===== src/rtl/ext_bus_pkg.sv =====
`default_nettype none
// ============================================================================
// Module   : ext_bus_pkg
// Purpose  : Shared types and default phase timing for the external bus
//            controller (state encoding, timing defaults, reload helper).
// Revision : 1.0 - initial release
// ============================================================================
package ext_bus_pkg;

  // Default phase lengths in clock cycles (each legal range is 1..15)
  localparam int unsigned TURN_CYC_DEF   = 1;
  localparam int unsigned STROBE_CYC_DEF = 2;
  localparam int unsigned HOLD_CYC_DEF   = 1;

  // Explicit 3-bit encoding so the state register width is fixed
  typedef enum logic [2:0] {
    ST_IDLE   = 3'd0,
    ST_ADDR   = 3'd1,
    ST_SETUP  = 3'd2,
    ST_STROBE = 3'd3,
    ST_HOLD   = 3'd4,
    ST_TURN   = 3'd5,
    ST_RESP   = 3'd6
  } state_e;

  // A phase of N cycles loads N-1; the phase ends on the cycle the timer reads zero
  function automatic logic [3:0] phase_reload(input int unsigned cycles);
    logic [3:0] r;
    r = 4'(cycles - 1);
    return r;
  endfunction

endpackage
`default_nettype wire


===== src/rtl/ext_bus_if.sv =====
`default_nettype none
// ============================================================================
// Module   : ext_bus_if
// Purpose  : Core request/response handshake plus transceiver and device bus
//            signals of the external bus controller, bundled as one interface.
// Revision : 1.0 - initial release
// ============================================================================
interface ext_bus_if;

  // Core request channel
  logic       req_valid;
  logic       req_ready;
  logic       req_we;
  logic [3:0] req_addr;
  logic [7:0] req_wdata;

  // Core response channel
  logic       resp_valid;
  logic       resp_ready;
  logic [7:0] resp_rdata;

  // Transceiver and device side
  logic       xcvr_dir;
  logic       xcvr_oe_n;
  logic [3:0] bus_addr;
  logic [7:0] bus_dout;
  logic       bus_doe;
  logic [7:0] bus_din;
  logic       bus_wr_n;
  logic       bus_rd_n;

  // Controller view
  modport slave (
    input  req_valid, req_we, req_addr, req_wdata, resp_ready, bus_din,
    output req_ready, resp_valid, resp_rdata,
    output xcvr_dir, xcvr_oe_n, bus_addr, bus_dout, bus_doe, bus_wr_n, bus_rd_n
  );

  // Core plus device-model view
  modport master (
    output req_valid, req_we, req_addr, req_wdata, resp_ready, bus_din,
    input  req_ready, resp_valid, resp_rdata,
    input  xcvr_dir, xcvr_oe_n, bus_addr, bus_dout, bus_doe, bus_wr_n, bus_rd_n
  );

endinterface
`default_nettype wire


===== src/rtl/ext_bus_timer.sv =====
`default_nettype none
// ============================================================================
// Module   : ext_bus_timer
// Purpose  : Loadable 4-bit down-counter with zero flag used to time every
//            bus phase. It counts down to zero and then holds there.
// Revision : 1.0 - initial release
// ============================================================================
module ext_bus_timer (
  input  logic       clk,
  input  logic       reset,
  input  logic       load_i,
  input  logic [3:0] load_val_i,
  output logic       zero_o
);

  logic [3:0] count_q;
  logic [3:0] count_d;

  // Reload on request, otherwise count down and saturate at zero
  always_comb begin
    count_d = count_q;
    if (load_i) begin
      count_d = load_val_i;
    end else if (count_q != 4'd0) begin
      count_d = count_q - 4'd1;
    end
  end

  // Counter register
  always_ff @(posedge clk) begin
    if (reset) begin
      count_q <= 4'd0;
    end else begin
      count_q <= count_d;
    end
  end

  assign zero_o = (count_q == 4'd0);

endmodule
`default_nettype wire


===== src/rtl/ext_bus_ctl.sv =====
`default_nettype none
// ============================================================================
// Module   : ext_bus_ctl
// Purpose  : Sequences one 8-bit device access per request over an external
//            transceiver: address, transceiver turn-on, strobe, hold and
//            turn-off, then returns a response to the core.
// Revision : 1.0 - initial release
// ============================================================================
module ext_bus_ctl
  import ext_bus_pkg::*;
#(
  parameter int unsigned TURN_CYC   = TURN_CYC_DEF,
  parameter int unsigned STROBE_CYC = STROBE_CYC_DEF,
  parameter int unsigned HOLD_CYC   = HOLD_CYC_DEF
) (
  input  logic clk,
  input  logic reset,
  ext_bus_if.slave ctl
);

  localparam logic [3:0] C_TURN_RELOAD   = phase_reload(TURN_CYC);
  localparam logic [3:0] C_STROBE_RELOAD = phase_reload(STROBE_CYC);
  localparam logic [3:0] C_HOLD_RELOAD   = phase_reload(HOLD_CYC);

  state_e     state_q;
  state_e     state_d;

  // Transaction context captured at acceptance; dir_q doubles as the write flag
  logic       dir_q;
  logic [3:0] addr_q;
  logic [7:0] wdata_q;
  logic [7:0] rdata_q;

  logic       tmr_load;
  logic [3:0] tmr_load_val;
  logic       tmr_zero;

  logic       accept;
  logic       rd_capture;
  logic       xcvr_on;

  assign accept     = (state_q == ST_IDLE) && ctl.req_valid;
  assign rd_capture = (state_q == ST_STROBE) && tmr_zero && !dir_q;

  ext_bus_timer u_timer (
    .clk        (clk),
    .reset      (reset),
    .load_i     (tmr_load),
    .load_val_i (tmr_load_val),
    .zero_o     (tmr_zero)
  );

  // State register
  always_ff @(posedge clk) begin
    if (reset) begin
      state_q <= ST_IDLE;
    end else begin
      state_q <= state_d;
    end
  end

  // Next-state logic: each timed phase advances when the timer reaches zero
  always_comb begin
    state_d = state_q;
    unique case (state_q)
      ST_IDLE:   if (ctl.req_valid)  state_d = ST_ADDR;
      ST_ADDR:   if (tmr_zero)       state_d = ST_SETUP;
      ST_SETUP:  if (tmr_zero)       state_d = ST_STROBE;
      ST_STROBE: if (tmr_zero)       state_d = ST_HOLD;
      ST_HOLD:   if (tmr_zero)       state_d = ST_TURN;
      ST_TURN:   if (tmr_zero)       state_d = ST_RESP;
      ST_RESP:   if (ctl.resp_ready) state_d = ST_IDLE;
      default:                       state_d = ST_IDLE;
    endcase
  end

  // Timer reload on every state entry with the length of the phase being entered
  always_comb begin
    tmr_load     = (state_d != state_q);
    tmr_load_val = 4'd0;
    unique case (state_d)
      ST_SETUP:  tmr_load_val = C_TURN_RELOAD;
      ST_STROBE: tmr_load_val = C_STROBE_RELOAD;
      ST_HOLD:   tmr_load_val = C_HOLD_RELOAD;
      ST_TURN:   tmr_load_val = C_TURN_RELOAD;
      default:   tmr_load_val = 4'd0;
    endcase
  end

  // Transaction context: request fields at acceptance, read data at the end of the strobe
  always_ff @(posedge clk) begin
    if (reset) begin
      dir_q   <= 1'b0;
      addr_q  <= 4'd0;
      wdata_q <= 8'd0;
      rdata_q <= 8'd0;
    end else begin
      if (accept) begin
        dir_q   <= ctl.req_we;
        addr_q  <= ctl.req_addr;
        wdata_q <= ctl.req_wdata;
      end
      if (rd_capture) begin
        rdata_q <= ctl.bus_din;
      end
    end
  end

  // Output decode: transceiver is enabled only from SETUP through HOLD
  always_comb begin
    xcvr_on        = (state_q == ST_SETUP) || (state_q == ST_STROBE) || (state_q == ST_HOLD);
    ctl.req_ready  = (state_q == ST_IDLE);
    ctl.resp_valid = (state_q == ST_RESP);
    ctl.resp_rdata = rdata_q;
    ctl.xcvr_dir   = dir_q;
    ctl.xcvr_oe_n  = !xcvr_on;
    ctl.bus_addr   = addr_q;
    ctl.bus_dout   = wdata_q;
    // Gating with dir_q keeps the A-side driver off whenever the transceiver points B->A
    ctl.bus_doe    = xcvr_on && dir_q;
    ctl.bus_wr_n   = !((state_q == ST_STROBE) && dir_q);
    ctl.bus_rd_n   = !((state_q == ST_STROBE) && !dir_q);
  end

endmodule
`default_nettype wire


===== src/flat_wrapper.sv =====
// flat-port wrapper written by rule: the top's interface ports become plain ports
module ext_bus_ctl_flat import ext_bus_pkg::*;
#(
  parameter int unsigned TURN_CYC   = TURN_CYC_DEF,
  parameter int unsigned STROBE_CYC = STROBE_CYC_DEF,
  parameter int unsigned HOLD_CYC   = HOLD_CYC_DEF
)
  (clk, reset, ctl_req_valid, ctl_req_we, ctl_req_addr, ctl_req_wdata, ctl_resp_ready, ctl_bus_din, ctl_req_ready, ctl_resp_valid, ctl_resp_rdata, ctl_xcvr_dir, ctl_xcvr_oe_n, ctl_bus_addr, ctl_bus_dout, ctl_bus_doe, ctl_bus_wr_n, ctl_bus_rd_n);
  ext_bus_if ctl_i ();
  input  logic clk;
  input  logic reset;
  input wire logic [$bits(ctl_i.req_valid)-1:0] ctl_req_valid;
  input wire logic [$bits(ctl_i.req_we)-1:0] ctl_req_we;
  input wire logic [$bits(ctl_i.req_addr)-1:0] ctl_req_addr;
  input wire logic [$bits(ctl_i.req_wdata)-1:0] ctl_req_wdata;
  input wire logic [$bits(ctl_i.resp_ready)-1:0] ctl_resp_ready;
  input wire logic [$bits(ctl_i.bus_din)-1:0] ctl_bus_din;
  output wire logic [$bits(ctl_i.req_ready)-1:0] ctl_req_ready;
  output wire logic [$bits(ctl_i.resp_valid)-1:0] ctl_resp_valid;
  output wire logic [$bits(ctl_i.resp_rdata)-1:0] ctl_resp_rdata;
  output wire logic [$bits(ctl_i.xcvr_dir)-1:0] ctl_xcvr_dir;
  output wire logic [$bits(ctl_i.xcvr_oe_n)-1:0] ctl_xcvr_oe_n;
  output wire logic [$bits(ctl_i.bus_addr)-1:0] ctl_bus_addr;
  output wire logic [$bits(ctl_i.bus_dout)-1:0] ctl_bus_dout;
  output wire logic [$bits(ctl_i.bus_doe)-1:0] ctl_bus_doe;
  output wire logic [$bits(ctl_i.bus_wr_n)-1:0] ctl_bus_wr_n;
  output wire logic [$bits(ctl_i.bus_rd_n)-1:0] ctl_bus_rd_n;
  assign ctl_i.req_valid = ctl_req_valid;
  assign ctl_i.req_we = ctl_req_we;
  assign ctl_i.req_addr = ctl_req_addr;
  assign ctl_i.req_wdata = ctl_req_wdata;
  assign ctl_i.resp_ready = ctl_resp_ready;
  assign ctl_i.bus_din = ctl_bus_din;
  assign ctl_req_ready = ctl_i.req_ready;
  assign ctl_resp_valid = ctl_i.resp_valid;
  assign ctl_resp_rdata = ctl_i.resp_rdata;
  assign ctl_xcvr_dir = ctl_i.xcvr_dir;
  assign ctl_xcvr_oe_n = ctl_i.xcvr_oe_n;
  assign ctl_bus_addr = ctl_i.bus_addr;
  assign ctl_bus_dout = ctl_i.bus_dout;
  assign ctl_bus_doe = ctl_i.bus_doe;
  assign ctl_bus_wr_n = ctl_i.bus_wr_n;
  assign ctl_bus_rd_n = ctl_i.bus_rd_n;
  ext_bus_ctl #(.TURN_CYC(TURN_CYC), .STROBE_CYC(STROBE_CYC), .HOLD_CYC(HOLD_CYC)) u_core (.clk(clk), .reset(reset), .ctl(ctl_i));
endmodule

===== config.mk =====
export PLATFORM = sky130hd
export DESIGN_NAME = ext_bus_ctl_flat
export DESIGN_NICKNAME = d
export VERILOG_FILES = /design/src/rtl/ext_bus_pkg.sv /design/src/rtl/ext_bus_if.sv /design/src/rtl/ext_bus_timer.sv /design/src/rtl/ext_bus_ctl.sv /design/src/flat_wrapper.sv
export SDC_FILE = /design/constraint.sdc
export NUM_CORES = 1
export LEC_CHECK = 0
export CAP_MARGIN = 20
export CORE_ASPECT_RATIO = 0.8
export CORE_MARGIN = 4
export CORE_UTILIZATION = 60
export CTS_BUF_LIST = sky130_fd_sc_hd__clkbuf_4 sky130_fd_sc_hd__clkbuf_8
export CTS_CLUSTER_DIAMETER = 120
export DETAILED_ROUTE_END_ITERATION = 7
export DONT_BUFFER_PORTS = 1
export PLACE_DENSITY = 0.76
export SYNTH_ARGS = -nofsm -noshare
export SYNTH_HDL_FRONTEND = slang
export SYNTH_SLANG_ARGS = --single-unit

===== constraint.sdc =====
create_clock -name clk -period 2.1 [get_ports clk]
set_input_delay 0.63 -clock clk [delete_from_list [all_inputs] [get_ports clk]]
set_output_delay 0.63 -clock clk [all_outputs]
set_load 0.01 [all_outputs]

==> impl_metrics.py, run 1 <==
metrics = {
    "setup_path": {
        "worstSetupEndpointType": "output port",
        "reg2reg_depth": 7,
        "crit_path_max_fanout": 10,
        "r2r_end": "u_core.state_q[0]",
        "required_ps": 1470,
        "rr_startpoint": "u_core.u_timer.count_q[0]",
        "crit_type": "reg -> out",
        "critPathLaunchType": "flop",
        "path_cells": "nor2b_4, a21oi_1, nor2b_1",
        "r2r_slack_ps": 320,
        "worstPathArrival_ps": 1350,
        "max_stage_delay_ps": 460,
        "path_buf_inv": 0,
        "path_delay_family": "simple AND/OR/NAND/NOR gates",
        "slowest_stage": "dfxtp_2",
    },
    "clock_tree": {
        "path_clk_slew_ps": 140,
        "clk_path_buf_depth": 2,
        "htreeDepth": 1,
        "cts_tree": "yes",
        "clock-sinks": 28,
        "numCtsBuffers": 3,
        "cts-root-buf": "clkbuf_4",
        "clk_latency_ps": 330,
    },
    "timing": {
        "period_share": 0.942,
        "maxSlewViolCount": 0,
        "timing.fmax_ghz": 0.505,
        "finClkSkew_ps": 2.66,
        "maxSlewHeadroom": 0.699,
        "period_minus_slack_ps": 1980,
        "worst_pin_slew_ps": 451,
        "setup_viol": 0,
        "fin_setup_tns_ps": 0,
        "hold_viol_final": 0,
    },
    "placement": {
        "routabilityCongestion": 0.819,
        "portBuffers": 0,
        "post-dp-hpwl_um": 1890,
        "place_inst": 160,
    },
    "yosys": {
        "ys.flop_type": "dfxtp_1",
        "synthAdderAreaFrac": 0.0102,
        "syn-cell-area_um2": 1230,
        "postSynthAreaPerCell_um2": 8.56,
        "synth.largest_area_cell": "dfxtp_1",
        "synthMuxAreaShare": 0.0650,
        "synth_seq_cells": 28,
        "synth_compound_area_frac": 0.144,
        "ys_types": 33,
        "synthTopCellsByArea": "dfxtp_1 45%, nand2_1 8.5%, a21oi_1 8.1%",
        "synthSimpleGateAreaFrac": 0.254,
        "synth_xor_xnor_area_share": 0.00711,
        "synthCells": 144,
        "synth_edf_count": 0,
        "yosysSeqAreaShare": 0.455,
        "synth_top_family_by_area": "simple AND/OR/NAND/NOR gates",
        "ys_warn_count": 0,
        "synth_nets": 170,
        "synthTopCellsByCount": "28 x dfxtp_1, 28 x nand2_1, 20 x a21oi_1",
        "synth_top_area_frac": 0.455,
        "synth-async-reset-ratio": 0,
    },
    "routing": {
        "dr.pass1.iters": 4,
        "wirelength_um": 2550,
        "drc": 0,
        "drtAntennaViolNets": 0,
        "drtIter0Drc": 50,
        "routed_via_density": 5.87,
        "via_count": 974,
        "wire_per_inst_um": 15.4,
    },
    "hold_path": {
        "worstHoldPathType": "in -> reg",
        "min_from": "reset",
        "hold_depth": 1,
        "min_to": "u_core.ctl.bus_addr[1]",
    },
    "floorplanning": {
        "fp.dieH_um": 48.5,
        "start_util": 0.645,
        "rows": 14,
        "fp.dieArea_um2": 2850,
        "core-area_um2": 1910,
        "ios": 52,
        "dieWidth_um": 58.7,
    },
    "finish": {
        "fin_nets": 169,
        "nFillCells": 173,
        "drive_gt1_frac": 0.127,
        "fin_cells": 166,
        "final_core_util": 0.668,
        "antenna_cells": 0,
        "area_delta_synth_final_pct": 3.45,
    },
    "global_route": {
        "grt_overflow": 0,
        "met1_usage": 0.213,
        "met3_usage": 0.0771,
        "grt_pass1_vias": 1016,
        "antenna_found_initial": 0,
        "grt_use_met2": 0.346,
        "grt.total_usage": 0.195,
        "grt_pass1_wl_um": 4400,
        "grt_start_max_net_pins": 28,
        "grt.busiest_layer": "met2",
    },
    "power_and_ir_drop": {
        "p_total_mw": 1.79,
        "p_leak_nw": 0.515,
        "vdd_drop_max_uv": 1030,
        "power_density_nw_per_um2": 1400,
    },
    "run": {
        "drv_cap": 0,
    },
    "status": {
        "status": "complete, no violations",
    },
}
[timing repair]
item                       4_1_cts  5_1_grt
pin swaps                        0        1
buffers inserted                 0        2
setup endpoints to repair        2       10
hold buffers                     0        0
resized for setup                1        2
[how the worst max path moves through the flow]
stage,cells past startpoint,startpoint,slack (ps),end
after detailed placement,6,u_core.u_timer.count_q[0],160,u_core.ctl.resp_rdata[1]
after global placement,6,u_core.u_timer.count_q[0],310,u_core.ctl.resp_rdata[6]
final,3,u_core.state_q[1],120,ctl_bus_doe
after global routing,3,u_core.state_q[1],-9,ctl_bus_doe
after CTS,3,u_core.state_q[2],50,ctl_xcvr_oe_n
after floorplan,4,u_core.state_q[1],490,ctl_bus_doe
[state kept, by name, indices dropped and copies added, names as in the netlist]
register                flops
u_core.ctl.bus_addr         4
u_core.state_q              3
u_core.u_timer.count_q      4
u_core.ctl.xcvr_dir         1
u_core.ctl.bus_dout         8
u_core.ctl.resp_rdata       8
[final cells by class]
class | instances | area (um2) | share of cell area
Timing Repair Buffer | 5 | 37.5 | 0.0294
Inverter | 3 | 11.3 | 0.00883
Tap cell | 24 | 30.0 | 0.0236
Multi-Input combinational cell | 102 | 597 | 0.468
Clock buffer | 4 | 36.3 | 0.0285
Sequential cell | 28 | 563 | 0.442
[through the flow]
stage	instance area (um2)	hold slack [ps]	setup WS, ps
floorplan	1230	461	491
global placement	1220	487	311
detailed placement	1220	492	158
CTS	1250	335	45.5
global route	1270	299	-8.71
finish	1270	346	121
[cells by family (layout without fill, tap and decap cells)]
kind of cell	Yosys count	count (layout)
adders and majority gates	1	1
buffers and inverters	14	12
muxes	8	8
xor gates and xnor gates	1	1
and+or+nand+nor	63	63
AOI/OAI and AO/OA	29	29
DFF	28	28
[routing by layer]
layer	share of wire	vias up
li1	-	477
met1	0.38	454
met2	0.51	36
met3	0.097	7
met4	0.020	0
met5	0	-
[cells in the final DEF, fill, tap and decap left out, types with 2 or more instances in the layout]
cell type	count
a21oi_1	20
buf_4	5
clkbuf_4	3
dfxtp_1	26
dfxtp_2	2
inv_1	3
mux2i_1	8
nand2_1	28
nand2b_1	2
nand3_1	2
nand3b_1	4
nor2_1	16
o21ai_0	2
or3_1	2
[power breakdown]
| group | switching (mW) | internal [mW] | total, mW | leakage [nW] |
|---|---|---|---|---|
| sequential | 0.158 | 0.645 | 0.803 | 0.229 |
| combinational | 0.411 | 0.316 | 0.727 | 0.265 |
| clock | 0.150 | 0.106 | 0.257 | 0.0210 |
Power figures use the tool's default switching activity.
==> inputs of run 2 (changes only) <==
--- a/config.mk
+++ b/config.mk
@@ -5,6 +5,7 @@
 export SDC_FILE = /design/constraint.sdc
 export NUM_CORES = 1
 export LEC_CHECK = 0
+export ABC_AREA = 1
 export CAP_MARGIN = 20
 export CORE_ASPECT_RATIO = 0.8
 export CORE_MARGIN = 4
@@ -14,6 +15,7 @@
 export DETAILED_ROUTE_END_ITERATION = 7
 export DONT_BUFFER_PORTS = 1
 export PLACE_DENSITY = 0.76
+export SLEW_MARGIN = 30
 export SYNTH_ARGS = -nofsm -noshare
 export SYNTH_HDL_FRONTEND = slang
 export SYNTH_SLANG_ARGS = --single-unit
==> run 2 against run 1 <==
Against the previous run: synthesized cell count grew 15%; utilization grew 0.62 points; combinational power grew 12%; flip-flop and latch count is the same; area after synthesis shrank 3.2%; routed wire length grew 1.7%; design area is the same; clock skew grew 3.8 ps; largest power group unchanged; setup slack lost 73 ps; first-iteration DRC count shrank 30%; critical path type unchanged; global-route usage is essentially flat; sequential power grew 6.2%.
==> impl_metrics.py, run 2 <==
metrics = {
    "status": {
        "status": "complete, no violations",
    },
    "timing": {
        "period_minus_slack_ps": 2050,
        "maxSlewHeadroom": 0.627,
        "finClkSkew_ps": 6.48,
        "hold_viol_final": 0,
        "setup_viol": 0,
        "rsz0062_at_grt": "no",
        "worst_pin_slew_ps": 559,
        "maxSlewViolCount": 0,
        "timing.fmax_ghz": 0.487,
        "period_share": 0.977,
        "whs_ps": 327,
        "fin_setup_tns_ps": 0,
        "setup_ws_ps": 48.2,
    },
    "setup_path": {
        "max_stage_delay_ps": 410,
        "path_delay_family": "flip-flops",
        "worstPathArrival_ps": 1420,
        "crit_path_max_fanout": 6,
        "path_cells": "inv_1, nand2_1, inv_1, a21oi_1, buf_4",
        "slowest_stage": "dfxtp_2",
        "critPathLaunchType": "flop",
        "worstSetupEndpointType": "output port",
        "crit_type": "reg -> out",
        "path_buf_inv": 3,
        "cpMostUsedCell": "inv_1",
        "required_ps": 1470,
    },
    "finish": {
        "fin_nets": 194,
        "nFillCells": 174,
        "fin_area_um2": 1270,
        "ff_latch_area_um2": 562,
        "antenna_cells": 0,
        "drive_gt1_frac": 0.102,
        "final_core_util": 0.674,
        "mostFrequentLayoutCells": "46 x nor2_1, 27 x dfxtp_1, 22 x o21ai_0",
        "multi_input_area_um2": 556,
        "fin_cells": 191,
        "area_delta_synth_final_pct": 6.93,
        "final_common_cell": "nor2_1",
    },
    "yosys": {
        "synth_seq_cells": 28,
        "synth.most_common_cell": "nor2_1",
        "ys.flop_type": "dfxtp_1",
        "yosysSeqAreaShare": 0.470,
        "syn-cell-area_um2": 1190,
        "synthCells": 165,
        "synthTopCellsByArea": "dfxtp_1 47%, nor2_1 14%, o21ai_0 9.2%",
        "synth-async-reset-ratio": 0,
        "synth_nets": 191,
        "synth.largest_area_cell": "dfxtp_1",
        "ys_types": 21,
        "synth_top_area_frac": 0.470,
        "synthTopCellsByCount": "46 x nor2_1, 28 x dfxtp_1, 22 x o21ai_0",
        "postSynthAreaPerCell_um2": 7.23,
        "ys_warn_count": 0,
        "synth_edf_count": 0,
    },
    "power_and_ir_drop": {
        "p_int_mw": 1.15,
        "p_leak_nw": 0.582,
        "switching_power_mw": 0.873,
        "p_total_mw": 2.02,
        "pwr-share-seq": 0.422,
        "power_density_nw_per_um2": 1580,
        "swShare": 0.432,
        "vdd_drop_max_uv": 994,
        "comb_power_share": 0.402,
        "pwr-share-clk": 0.176,
    },
    "routing": {
        "wirelength_um": 2600,
        "dr.pass1.iters": 4,
        "drc": 0,
        "via_count": 1034,
        "drtAntennaViolNets": 0,
        "wire_per_inst_um": 13.6,
        "drtIter0Drc": 35,
        "routed_via_density": 5.41,
    },
    "clock_tree": {
        "cts_tree": "yes",
        "htreeDepth": 1,
        "path_clk_slew_ps": 150,
        "postCtsSetupBuffers": 0,
        "cts-root-buf": "clkbuf_4",
        "holdBufCountCts": 0,
        "clk_latency_ps": 330,
        "numCtsBuffers": 3,
        "clk_path_buf_depth": 2,
        "clock-sinks": 28,
    },
    "global_route": {
        "grt_overflow": 0,
        "antenna_found_initial": 0,
        "grt.total_usage": 0.194,
        "grt_pass1_vias": 898,
        "grt_start_max_net_pins": 25,
        "grt_pass1_wl_um": 4060,
    },
    "placement": {
        "portBuffers": 0,
        "dp_slack_ps": 431,
        "routabilityCongestion": 0.872,
        "post_dp_cell_area_um2": 1220,
        "post-dp-hpwl_um": 1940,
        "place_inst": 187,
    },
    "floorplanning": {
        "start_util": 0.630,
        "fp.dieArea_um2": 2770,
        "fp.dieH_um": 47.9,
        "dieWidth_um": 57.8,
        "rows": 14,
        "ios": 52,
        "core-area_um2": 1890,
    },
    "run": {
        "drv_cap": 0,
    },
    "hold_path": {
        "worstHoldPathType": "in -> reg",
    },
}
run 2: cell types whose count changed after synthesis, sizes merged, moves of 4 or more:
cell,delta
nor2,+35
o21ai,+20
a21oi,-15
inv,+13
nand2,-9
mux2i,-8
nand3,+7
buf,-5
nand3b,-4
run 2: final timing paths:
path / from / to / slack [ps] / depth (start not counted)
worst max-delay path: u_core.state_q[2] / ctl_xcvr_oe_n / 50 / 5
worst min-delay path: reset / u_core.state_q[2] / 330 / 1
worst max register to register: u_core.u_timer.count_q[0] / u_core.u_timer.count_q[0] / 480 / 12
worst min register to register: u_core.u_timer.count_q[1] / u_core.u_timer.count_q[1] / 580 / 4
run 2: cell type report:
| type | count | share of cell area |
|---|---|---|
| Clock inverter | 1 | 0.0236 |
| Multi-Input combinational cell | 117 | 0.436 |
| Inverter | 16 | 0.0471 |
| Tap cell | 24 | 0.0236 |
| Sequential cell | 28 | 0.441 |
| Clock buffer | 3 | 0.0177 |
| Timing Repair Buffer | 2 | 0.0118 |
run 2: power groups by stage:
stage                     Clock, mW  Sequential, mW  Combinational (mW)
final                         0.356           0.853               0.811
after CTS                     0.361           0.852               0.806
after floorplan                   0           0.829               0.653
after global routing          0.386           0.873               0.931
after detailed placement          0           0.862               0.802
after global placement            0           0.858               0.772
run 2: metal layers:
metal / track usage / up-vias / share of wire
li1: - / 529 / -
met1: 0.242 / 448 / 0.44
met2: 0.304 / 53 / 0.46
met3: 0.0836 / 4 / 0.090
met4: 0.0741 / 0 / 0.012
met5: 0 / - / 0
run 2: repair_timing:
| action | 4_1_cts | 5_1_grt |
|---|---|---|
| gates resized for setup | 0 | 1 |
| setup endpoints to repair | 0 | 2 |
| endpoints found under the hold margin | 0 | 0 |
run 2: worst register-to-register path, stage by stage, from the launching register on:
cell and delay [ps]:
dfxtp_1 330, inv_1 100, ha_1 260, nand2_1 120, nor2_4 130, nor2_1 70, nor2_2 90, nand2_1 70
nand2_1 100, nand3_2 110, nand2_1 80, inv_1 40, nor2_1 80
run 2: cells by family after synthesis:
kind of cell,count (synthesis),share of synthesized area
AOI/OAI and AO/OA,30,0.129
adders and majority gates,1,0.0105
xor gates and xnor gates,3,0.0220
DFF,28,0.470
buffers and inverters,20,0.0640
and+or+nand+nor,83,0.304
==> RTL edit 1, RTL diff (settings of run 2) <==
Change the package constant `HOLD_CYC_DEF` from 1 to 0.
--- a/src/rtl/ext_bus_pkg.sv
+++ b/src/rtl/ext_bus_pkg.sv
@@ -11,5 +11,5 @@
   localparam int unsigned TURN_CYC_DEF   = 1;
   localparam int unsigned STROBE_CYC_DEF = 2;
-  localparam int unsigned HOLD_CYC_DEF   = 1;
+  localparam int unsigned HOLD_CYC_DEF   = 0;
 
   // Explicit 3-bit encoding so the state register width is fixed
Behaviour: not the same (Yosys sat finds a counterexample within 10 cycles, from zero or initial values and one cycle with reset high).
==> RTL edit 1 against run 2 <==
Final area up 2.8%. Power down 6.1%. First-iteration DRC count up 57%. Sequential share of layout area down 1.3 points. Sequential cell count unchanged. Register-to-register slack worse by 0.06 ns. Routed wire length up 7.9%. Via count up 4.1%. Count of clock-buffer cells in the layout unchanged. Synthesized area up 3.7%. Maximum frequency up 2.3%. Setup slack better by 0.045 ns. Largest cell class is now multi-input combinational cells. Largest power group unchanged. Highest routed layer unchanged.
==> RTL edit 1: results (changes against run 2) <==
switch share=0.418 (-0.0138); top cells by area, synth=dfxtp_1 (45%), nor2_1 (15%), o21ai_0 (8.5%), nor2_4 (3.6%), nand2_2 (3.5%); Seq/Total Area, Yosys=0.453 (-0.0167); GR Util met3=0.0904 (+0.00687); share of layout cells above drive strength 1=0.159 (+0.0567); vias per std cell=5.72 (+5.7%); total negative slack=0 ns (unchanged); # fillers=173 (-0.57%); largest net degree at the start of global routing=23 (-8.0%); post-synth cell types=23 (+9.5%); first-pass GRT wire length=4520 um (+11%); status=completed; routed wl met2=1240 um (+4.5%); WL/cell=14.9 um (+9.7%); leakage=0.566 nW (-2.8%); met3 WL=347 um (+48%); CP Data Arrival Time=1.38 ns (-0.04 ns); Async SR Flop Fraction=0 (unchanged); Iteration-0 DRC Markers=55 (+57%); Post-Place Worst Slack=0.441 ns (+0.0105 ns); commonest cells in the netlist=nor2_1 (48), dfxtp_1 (28), o21ai_0 (21), inv_1 (11), nand2_1 (9); clk_skew=0.0131 ns (+0.00657 ns); Tot GR Track Use=0.201 (+0.00681); fin nets=191 (-1.5%); Clk. pwr=0.354 mW; grt total ovfl=0 (unchanged); met1 usage=0.246 (+0.00436); Clock Latency Late Sink=roughly 0.34 ns; Worst-Margin Slew=0.487 ns (-0.0719 ns); post-CTS setup buffer count=0 (unchanged); vias in the first global route=992 (+10%); met1 WL=1180 um (+3.1%); GR Util met2=0.314 (+0.0103); Crit-path slowest cell=dfxtp_1; drt pass-1 iters=4 (unchanged); worst stage delay on the critical path=0.55 ns (+0.14 ns); yosys warns=0 (unchanged); CTS buffer count=3 (unchanged); IO buf count=0 (unchanged); DPL Wire Length=2100 um (+8.1%); peak fanout along the critical path=7 (+1); logic gate share of total power=0.397 (-0.005); peak supply drop=0.825 mV (-17%); Routability Congestion=0.889 (+2.0%)
-- RTL edit 1: layout make-up --
| type | instances | area, sq um | area share |
|---|---|---|---|
| inverters | 14 | 52.6 | 0.0401 |
| multi-input cells | 118 | 616 | 0.469 |
| clock inverters | 1 | 30.0 | 0.0229 |
| well taps | 24 | 30.0 | 0.0229 |
| clock buffers | 3 | 22.5 | 0.0172 |
| flip-flops and latches | 28 | 561 | 0.427 |
-- RTL edit 1: cells by family (layout without fill, tap and decap cells) --
logic type | count (synthesis) | after routing | share of synthesized area
simple gates | 84 | 84 | 0.331
compound gates | 30 | 30 | 0.129
flops | 28 | 28 | 0.453
buf+inv | 18 | 18 | 0.0557
xor+xnor | 3 | 3 | 0.0213
fa+ha+maj | 1 | 1 | 0.0101
-- RTL edit 1: metrics by stage --
stage / power, mW / hold slack [ns] / util / std cells / cell area, sq um
detailed placement: 1.54 / 0.548 / 0.649 / 184 / 1250
CTS: 1.89 / 0.330 / 0.676 / 188 / 1300
global placement: 1.51 / 0.548 / 0.649 / 184 / 1250
finish: 1.90 / 0.331 / 0.681 / 188 / 1310
floorplan: 1.41 / 0.512 / - / 164 / 1240
global route: 2.04 / 0.314 / 0.681 / 188 / 1310
-- RTL edit 1: path summary, 6_finish.rpt --
path | from | to | slack [ns] | depth (start not counted)
max | u_core.state_q[0] | ctl_bus_rd_n | 0.09 | 3
min | reset | u_core.u_timer.count_q[1] | 0.33 | 1
max reg2reg | u_core.u_timer.count_q[0] | u_core.u_timer.count_q[1] | 0.42 | 11
min reg2reg | u_core.state_q[2] | u_core.state_q[2] | 0.59 | 2
-- RTL edit 1: what timing repair did --
action / in CTS / in global routing
resized for setup: 0 / 2
endpoints found under the setup margin: 0 / 2
endpoints found under the hold margin: 0 / 0
==> RTL edit 2, RTL diff (settings of run 2) <==
Made on the original files. Re-encode `state_e` (7 states) as one-hot, 7 bits wide.
--- a/src/rtl/ext_bus_pkg.sv
+++ b/src/rtl/ext_bus_pkg.sv
@@ -14,12 +14,12 @@
 
   // Explicit 3-bit encoding so the state register width is fixed
-  typedef enum logic [2:0] {
-    ST_IDLE   = 3'd0,
-    ST_ADDR   = 3'd1,
-    ST_SETUP  = 3'd2,
-    ST_STROBE = 3'd3,
-    ST_HOLD   = 3'd4,
-    ST_TURN   = 3'd5,
-    ST_RESP   = 3'd6
+  typedef enum logic [6:0] {
+    ST_IDLE   = 7'b0000001,
+    ST_ADDR   = 7'b0000010,
+    ST_SETUP  = 7'b0000100,
+    ST_STROBE = 7'b0001000,
+    ST_HOLD   = 7'b0010000,
+    ST_TURN   = 7'b0100000,
+    ST_RESP   = 7'b1000000
   } state_e;
 
Function: no difference found for any inputs over 10 cycles, from zero or initial values and one cycle with reset high; not proved beyond that.
==> RTL edit 2 against run 2 <==
Routed wire length rose by 49%. Final area is 35% higher. Non-clock buffer count grew 1. Sequential power decreased by 21%. Power down 31%. Setup slack improved by 0.054 ns. Sequential share of layout area down 6.4 points. Sequential cell count increased by 4. Synthesized area up 34%. Hold slack improved by 0.032 ns. Critical endpoint is now ctl_bus_doe. Highest routed layer unchanged.
==> RTL edit 2: results (changes against run 2) <==
post-CTS setup buffer count=0 (unchanged); inverters=34 (+18); top cells by area, synth=dfxtp_1 (40%), a21oi_1 (9.4%), nand2_1 (9.0%), nand3_1 (6.9%), inv_1 (5.9%); vias in the first global route=1347 (+50%); met1 usage=0.297 (+0.0559); post-synth cell types=25 (+19%); Core ar.=0.00248 sq mm (+31%); share of layout cells above drive strength 1=0.218 (+0.117); CTS buffer count=5 (+2); multi-input combinational area share=0.460 (+0.0246); Buffers, non-clock=3 (+1); vias per std cell=5.50 (+1.6%); Post-Synthesis Cells=226 (+37%); layout clock buffer count=6 (+3); commonest cells in the netlist=nand2_1 (38), dfxtp_1 (32), a21oi_1 (30), inv_1 (25), nand3_1 (22); met3 WL=389 um (+66%); Iteration-0 DRC Markers=58 (+66%); status=completed; R2R cell count=14 (+2); Routability Congestion=0.888 (+1.9%); peak supply drop=0.502 mV (-49%); CP Data Arrival Time=1.37 ns (-0.05 ns); Clock Latency Late Sink=roughly 0.32 ns; Tot GR Track Use=0.238 (+0.0437); routed wl met2=1810 um (+52%); H-Tree Level Count=2 (+1); Crit-path slowest cell=dfxtp_1; DPL Wire Length=2970 um (+53%); Worst-Margin Slew=0.461 ns (-0.0974 ns); peak fanout along the critical path=4 (-2); clk slew on worst S/H paths=0.10 ns (-0.05 ns); largest net degree at the start of global routing=21 (-16%); hold_ws=0.360 ns (+0.0323 ns); placed cell areas=0.00161 sq mm (+32%); leakage=0.690 nW (+19%); #MultiIn Comb=152 (+30%); Final Max Tran Viols=0 (unchanged); fin nets=254 (+31%); reg2reg end=u_core.u_timer.count_q[0]; yosys warns=0 (unchanged); Hold Path Sink=u_core.state_q[1]; Residual DRC=0 (unchanged); met1 WL=1650 um (+45%); # fillers=223 (+28%); Post-Place Worst Slack=0.257 ns (-0.174 ns); Layout clock area frac=0.0465 (+0.00533); Yosys reg bits=32 (+14%); first-pass GRT wire length=6300 um (+55%); GR Util met3=0.0981 (+0.0146); worst stage delay on the critical path=0.43 ns (+0.02 ns); clk_skew=0.00677 ns (+0.000292 ns); R2R setup slack=0.20 ns (-0.28 ns); DR vias=1457 (+41%); Register Area=648 sq um (+15%); Seq/Total Area, Yosys=0.402 (-0.0679); cell total after placement=256 (+37%); GR Util met2=0.385 (+0.0808); non-clk buf share=0.0131 (+0.00131); WL/cell=14.6 um (+7.6%)
[RTL edit 2: cell count changes in the layout (fill, tap and decap cells not counted), sizes merged, moves of 3 or more]
cell,before,now
a21oi,6,30
clkbuf,3,6
dfxtp,28,32
inv,16,34
nand2,19,47
nand3,9,25
nand4,1,4
nor2,52,23
o21ai,22,15
[RTL edit 2: worst max-delay path by stage]
stage | to | slack, ns | cells past startpoint
final | ctl_bus_doe | 0.10 | 7
after global routing | ctl_bus_doe | -0.01 | 7
after CTS | ctl_bus_doe | 0.03 | 7
after detailed placement | u_core.u_timer.count_q[0] | 0.26 | 14
after global placement | u_core.u_timer.count_q[0] | 0.37 | 13
after floorplan | u_core.u_timer.count_q[0] | 0.49 | 14
[RTL edit 2: power by group]
part / total, mW / switching, mW / leakage [nW] / internal, mW
sequential: 0.677 / 0.0375 / 0.263 / 0.639
clock: 0.467 / 0.204 / 0.0456 / 0.262
combinational: 0.251 / 0.168 / 0.382 / 0.0834
total: 1.39 / 0.410 / 0.690 / 0.985
[RTL edit 2: cells by family (layout without fill, tap and decap cells)]
kind of cell | after synthesis | count (layout) | share of synthesized area
fa+ha+maj | 1 | 1 | 0.00785
buf+inv | 42 | 45 | 0.105
compound gates | 47 | 47 | 0.150
simple gates | 102 | 102 | 0.324
xor+xnor | 2 | 2 | 0.0110
flops | 32 | 32 | 0.402
[RTL edit 2: stage by stage]
| step | power (mW) | setup TNS (ns) | util |
|---|---|---|---|
| 6_report | 1.39 | 0 | 0.693 |
| 5_1_grt | 1.47 | -0.0137 | 0.693 |
| 4_1_cts | 1.39 | 0 | 0.682 |
| 3_5_place_dp | 0.929 | 0 | 0.650 |
| 3_3_place_gp | 0.917 | 0 | 0.650 |
| 2_1_floorplan | 0.892 | 0 | - |
